### src/rtl/parking_gate_allocator.sv
// Entry/exit controller for a small car park: owns the free-space bitmap fed to
// park_space_number, admits one car per IDLE visit and holds the entry gate open.
module parking_gate_allocator #(
   parameter int unsigned GATE_CYCLES = 4
) (
   input  logic       clk,
   input  logic       rst_n,
   input  logic       car_enter,
   input  logic       car_exit,
   input  logic [2:0] exit_space,
   input  logic [2:0] park_number,
   output logic [7:0] parking_capacity,
   output logic       encoder_enable,
   output logic [2:0] assigned_space,
   output logic       assign_valid,
   output logic       gate_open,
   output logic       busy,
   output logic       full,
   output logic [3:0] free_count,
   output logic       entry_rejected,
   output logic       exit_error
);

   typedef enum logic [1:0] {
      IDLE   = 2'd0,
      LOOKUP = 2'd1,
      GATE   = 2'd2
   } state_t;

   localparam logic [7:0] GATE_LOAD = 8'(GATE_CYCLES);

   state_t     state;
   state_t     state_next;
   logic [7:0] gate_cnt;

   logic       allocate;
   logic [7:0] alloc_mask;
   logic       exit_ok;
   logic       exit_bad;
   logic [7:0] exit_mask;
   logic [7:0] capacity_next;
   logic [3:0] count_next;

   // Bitmap update: an allocation and an exit may land on the same edge; an exit
   // of the space being allocated sees a free bit and is therefore an error.
   always_comb begin
      allocate      = (state == LOOKUP);
      alloc_mask    = allocate ? (8'b1 << park_number) : 8'h00;
      exit_mask     = 8'b1 << exit_space;
      exit_ok       = car_exit && !parking_capacity[exit_space];
      exit_bad      = car_exit &&  parking_capacity[exit_space];
      capacity_next = (parking_capacity & ~alloc_mask) | (exit_ok ? exit_mask : 8'h00);
      count_next    = free_count;
      case ({exit_ok, allocate})
         2'b10:   count_next = free_count + 4'd1;
         2'b01:   count_next = free_count - 4'd1;
         default: count_next = free_count;
      endcase
   end

   always_comb begin
      state_next = state;
      case (state)
         IDLE: begin
            if (car_enter && !full) begin
               state_next = LOOKUP;
            end
         end
         LOOKUP: begin
            state_next = GATE;
         end
         GATE: begin
            if (gate_cnt <= 8'd1) begin
               state_next = IDLE;
            end
         end
         default: begin
            state_next = IDLE;
         end
      endcase
   end

   always_ff @(posedge clk or negedge rst_n) begin
      if (!rst_n) begin
         state <= IDLE;
      end else begin
         state <= state_next;
      end
   end

   // Gate timer loads while the space is being assigned, then counts the open cycles.
   always_ff @(posedge clk or negedge rst_n) begin
      if (!rst_n) begin
         gate_cnt <= 8'd0;
      end else if (state == LOOKUP) begin
         gate_cnt <= GATE_LOAD;
      end else if (state == GATE && gate_cnt != 8'd0) begin
         gate_cnt <= gate_cnt - 8'd1;
      end
   end

   always_ff @(posedge clk or negedge rst_n) begin
      if (!rst_n) begin
         parking_capacity <= 8'hFF;
         free_count       <= 4'd8;
         full             <= 1'b0;
      end else begin
         parking_capacity <= capacity_next;
         free_count       <= count_next;
         full             <= (capacity_next == 8'h00);
      end
   end

   always_ff @(posedge clk or negedge rst_n) begin
      if (!rst_n) begin
         assigned_space <= 3'b000;
         assign_valid   <= 1'b0;
         entry_rejected <= 1'b0;
         exit_error     <= 1'b0;
      end else begin
         if (allocate) begin
            assigned_space <= park_number;
         end
         assign_valid   <= allocate;
         entry_rejected <= (state == IDLE) && car_enter && full;
         exit_error     <= exit_bad;
      end
   end

   // Decoded from state so the gate drops the instant reset asserts.
   always_comb begin
      encoder_enable = (state == LOOKUP);
      gate_open      = (state == GATE);
      busy           = (state != IDLE);
   end

endmodule

### config.mk
export PLATFORM = sky130hd
export DESIGN_NAME = parking_gate_allocator
export DESIGN_NICKNAME = d
export VERILOG_FILES = /design/src/rtl/parking_gate_allocator.sv
export SDC_FILE = /design/constraint.sdc
export NUM_CORES = 1
export LEC_CHECK = 0
export CORE_ASPECT_RATIO = 1.5
export CORE_MARGIN = 8
export CORE_UTILIZATION = 54
export CTS_CLUSTER_DIAMETER = 40
export DETAILED_ROUTE_END_ITERATION = 12
export HOLD_SLACK_MARGIN = 0.15
export PLACE_DENSITY = 0.86
export SYNTH_ARGS = -nofsm -noshare
export SYNTH_HDL_FRONTEND = slang
export SYNTH_SLANG_ARGS = --single-unit
### constraint.sdc
create_clock -name clk -period 5.2 [get_ports clk]
set_input_delay 0.52 -clock clk [delete_from_list [all_inputs] [get_ports clk]]
set_output_delay 0.52 -clock clk [all_outputs]
set_load 0.1 [all_outputs]
Word level (Yosys, flattened, before mapping)
Cells that the tools add are included.

Equal/unequal tests: 6. Order comparisons: 2. Reductions and logical operators: 15. Multiplexer cells: 10. Add/sub/neg operators: 3. Bitwise gates (word level): 3. Shift-type cells: 2.

Operators by type and width (count): two-way mux 8 bit (4); << shifter 1 x 3 -> 8 bit, first input constant (2); bitwise AND 8 bit (1); <= comparator 8 x 1 -> 1 bit, second input constant (1); zero test 8 bit (1); NOT 8 bit (1); bitwise OR 8 bit (1); case mux 4 bit (2 select lines) (1); nonzero test 8 bit (1); subtractor 8 x 1 -> 8 bit, second input constant (1); logical AND 1 bit (6); case mux 2 bit (3 select lines) (1); nonzero test 2 bit (3); adder 4 x 1 -> 4 bit, second input constant (1); equality test 2 x 1 -> 1 bit, second input constant (2); equality test 2 bit, second input constant (2); less-than comparator 3 x 4 -> 1 bit, second input constant (1); two-way mux 2 bit (2); subtractor 4 x 1 -> 4 bit, second input constant (1); binary-select mux 1 bit (select 3 bit) (1); zero test 1 bit (2); zero test 2 bit (1); != test 2 x 1 -> 1 bit, second input constant (1); != test 2 bit, second input constant (1); 2 further kinds (2).

Register bits after elaboration: 29. Logic and storage cells: 50.

Longest topological paths before layout
Depth after elaboration: 7. Depth in mapped cells: 12. Gate-level depth less buffers: 11.

Least setup slack after synthesis
OpenSTA, ideal clock, no wires.

Kind: flip-flop to flip-flop. From: reg state[1]. To: reg free_count[2]. Path buffers: 0. Arrival time: 2.446 ns. Library setup time: 0.163 ns. Stages on the path, launching flop included: 10. Data required time: 5.037 ns. Path slack: 2.591 ns. Path through: dfrtp_1 -> nand2b_1 -> inv_1 -> ha_1 -> xor2_1 -> ha_1 -> a21oi_1 -> xor2_1 -> nor2_1 -> xor2_1.

Longest elaborated chain between the ends: 3. Elaborated cells on any way between the ends: 5. Classes of those cells: eq/ne: 3; mux: 1; reduce/logical: 1.

RTL lines: from (decl) (RTL line 32) `state_t state;`; from (signal assigned) (RTL line 87) `state <= state_next;`; equality test 2 x 1 -> 1 bit *; named net encoder_enable (RTL line 13) `output logic encoder_enable,`; equality test 2 x 1 -> 1 bit or equality test 2 bit (tied branches) (RTL line 54) `case ({exit_ok, allocate})`; case mux 4 bit (2 select lines) or nonzero test 2 bit (tied branches); to (signal assigned) (RTL line 109) `free_count <= count_next;`; to (decl) (RTL line 19) `output logic [3:0] free_count,`.

Mark *: on every way through the listed nets, which the timed path passes. The rest lies on a longest branch. A chain may end at the register's enable or synchronous reset.

Worst setup path after layout
From: reg state[1]. To: out encoder_enable.

Longest elaborated chain between the ends: 1.

RTL lines: equality test 2 x 1 -> 1 bit (RTL line 132) `encoder_enable = (state == LOOKUP);`; to (decl) (RTL line 13).

No other way between the ends.

==> out/metrics.yaml <==
timing:
  slew_viol_final: 0
  fin_setup_tns_ns: 0
  worst_slew_pin_slew_ns: 0.979
  fin_crit_sh_pct: 60.2
  slew_headroom_pct: 34.5
  finClkSkew_ns: 0.00231
  min_period_ns: 3.13
  setup_violations: 0
  grt_setup_unrepaired: "no"
  hold_viol: 0
  fmax_ghz: 0.319
setup_path:
  cp.buffers_inverters: 2
  r2r_start: "state[1]"
  ff2ff_path_depth: 9
  critPathMaxStageDelay_ns: 1.19
  required_ns: 4.68
  reg2reg_slack_ns: 2.71
  cp_top_family: "buffers and inverters"
  end_kind: "output pin"
  worstReg2RegEnd: "free_count[2]"
  cp.arrival_ns: 2.61
  critical_path_class: "register to output pin"
  critPathLaunchType: "register"
  path_cells: "nand2b_1 -> inv_1 -> clkdlybuf4s50_1"
  critPathMaxFanout: 13
  worst_path_max_delay_cell: "clkdlybuf4s50_1"
global_route:
  overflow: 0
  grt_pass1_wl_um: 6140
  antenna_found_initial: 0
  grt_start_max_net_pins: 30
  grt_pass1_vias: 1411
  grt.total_usage_pct: 16.6
cts:
  clock-sinks: 29
  tritoncts.num_buffers: 5
  clk_latency_ns: 0.28
  cts_max_level: 2
  clock_path_buffers: 2
  post_cts_buffers: 0
  holdBufCountCts: 0
  cts_root_buffer: "clkbuf_8"
  ctsResizeCount: 0
  clk_pin_slew_ns: 0.06
  cts_tree: "built"
placement:
  dp_hpwl_um: 2770
  gp_congestion: 0.920
  io_buffers: 31
  dpl_cell_area_um2: 1920
layout:
  insertedDiodeCount: 0
  final_cell_mix: "31 x clkdlybuf4s50_1, 20 x nand2_1, 20 x dfrtp_1, 15 x nor2_1, 11 x inv_1"
  layout_commonest_cell: "clkdlybuf4s50_1"
  fill_cells: 220
  area_growth_pct: 27.9
  final_area_um2: 2000
  final_util_pct: 70.3
  nNetsFinal: 211
  drive_above_1_share_pct: 11.2
die:
  die_area_um2: 4920
  die_y_um: 82.0
  row_count: 24
  start_util_pct: 55.0
  boundaryPins: 32
  die_width_um: 60.0
  core_um2: 2850
synth:
  syn-mean-instance-area_um2: 9.86
  ys_ff_latch: 29
  synth_area_um2: 1570
  ys_types: 45
  yosys_most_used_dff: "dfrtp_1"
  synthArstFlopShare_pct: 100
  synth_top_area_share_pct: 31.9
  seq_area_frac_synth_pct: 47.0
  yosysTopAreaCell: "dfrtp_1"
  synth_nets: 175
  synth_edf_count: 0
  synth_area_leaders: "dfrtp_1 32%, dfstp_2 15%, mux2i_1 5.1%"
  synth-warning-count: 0
  synthCells: 159
drt:
  wl_um: 3690
  vias: 1358
  drtAntennaViolNets: 0
  remaining_drc_errors: 0
  avgViaCountPerCell: 5.78
  drt-pass1-iter-count: 4
  drt_iter0_markers: 39
  wire_per_inst_um: 15.7
min_path:
  hold_path.class: "register to register"
  hp-start: "full"
  holdPathStages: 1
  whs_endpoint: "state[0]"
run:
  drv_cap: 0
run_status:
  status: "finished clean"
==> registers in the layout, summed over array words and instances, names as in the netlist <==
| register | cells |
|---|---|
| gate_cnt | 8 |
| parking_capacity | 8 |
| free_count | 4 |
| assigned_space | 3 |
| state | 2 |
| assign_valid | 1 |
| entry_rejected | 1 |
| exit_error | 1 |
| full | 1 |
==> stage by stage <==
stage / setup slack (ns) / hold slack (ns) / std cells
finish: 2.07 / 0.444 / 235
global route: 1.99 / 0.475 / 235
CTS: 2.05 / 0.446 / 235
detailed placement: 2.00 / 0.438 / 227
global placement: 2.16 / 0.432 / 227
floorplan: 2.59 / 0.224 / 159
==> area by class of cell <==
cell class / count / area (um^2) / share of cell area, %
multi-input combinational: 116 / 777 / 38.8
clock inverter: 2 / 10.0 / 0.499
clock buffer: 6 / 72.6 / 3.62
sequential: 29 / 737 / 36.8
timing repair buffer: 32 / 318 / 15.9
tap: 39 / 48.8 / 2.43
inverter: 11 / 41.3 / 2.06
==> Yosys cell counts, types with 3 or more instances <==
| cell | number |
|---|---|
| a21oi_1 | 5 |
| a31oi_1 | 6 |
| a41oi_1 | 3 |
| dfrtp_1 | 20 |
| dfstp_2 | 9 |
| ha_1 | 6 |
| inv_1 | 11 |
| mux2i_1 | 8 |
| nand2_1 | 20 |
| nand3_1 | 5 |
| nor2_1 | 15 |
| nor3b_1 | 3 |
| o21ai_0 | 5 |
| xor2_1 | 5 |
==> kinds of logic (layout without fill, tap and decap cells) <==
| logic type | after synthesis | count (layout) | share of synthesized area (%) |
|---|---|---|---|
| adders and majority gates | 6 | 6 | 4.79 |
| muxes | 9 | 9 | 5.83 |
| buffers and inverters | 14 | 51 | 3.43 |
| DFF | 29 | 29 | 47.0 |
| xor gates and xnor gates | 6 | 6 | 3.35 |
| and+or+nand+nor | 62 | 62 | 21.1 |
| AOI/OAI and AO/OA | 33 | 33 | 14.5 |
==> worst register-to-register path, delay by kind of cell (launching register included) <==
family	cells	cell delay, ns
DFF	1	0.44
adders and majority gates	2	0.52
buffers and inverters	1	0.27
xor gates and xnor gates	3	0.51
and+or+nand+nor	2	0.48
AOI/OAI and AO/OA	1	0.15
==> how the worst max path moves through the flow <==
stage	start	to	cells past startpoint
after global routing	state[1]	encoder_enable	3
final	state[1]	encoder_enable	3
after global placement	exit_space[2]	free_count[2]	12
after CTS	state[1]	encoder_enable	3
after detailed placement	exit_space[2]	free_count[2]	12
after floorplan	state[1]	free_count[2]	9
==> routing by layer <==
| metal | GRT usage (%) | up-vias | wire length [um] |
|---|---|---|---|
| met3 | 4.86 | 8 | 156 |
| met5 | 0 | - | 0 |
| met2 | 30.1 | 40 | 2000 |
| met1 | 16.6 | 667 | 1470 |
| met4 | 7.91 | 0 | 65 |
| li1 | - | 643 | - |
Power is not shown: default switching activity piles up to over one toggle a cycle in this logic, so the estimate is an artifact.
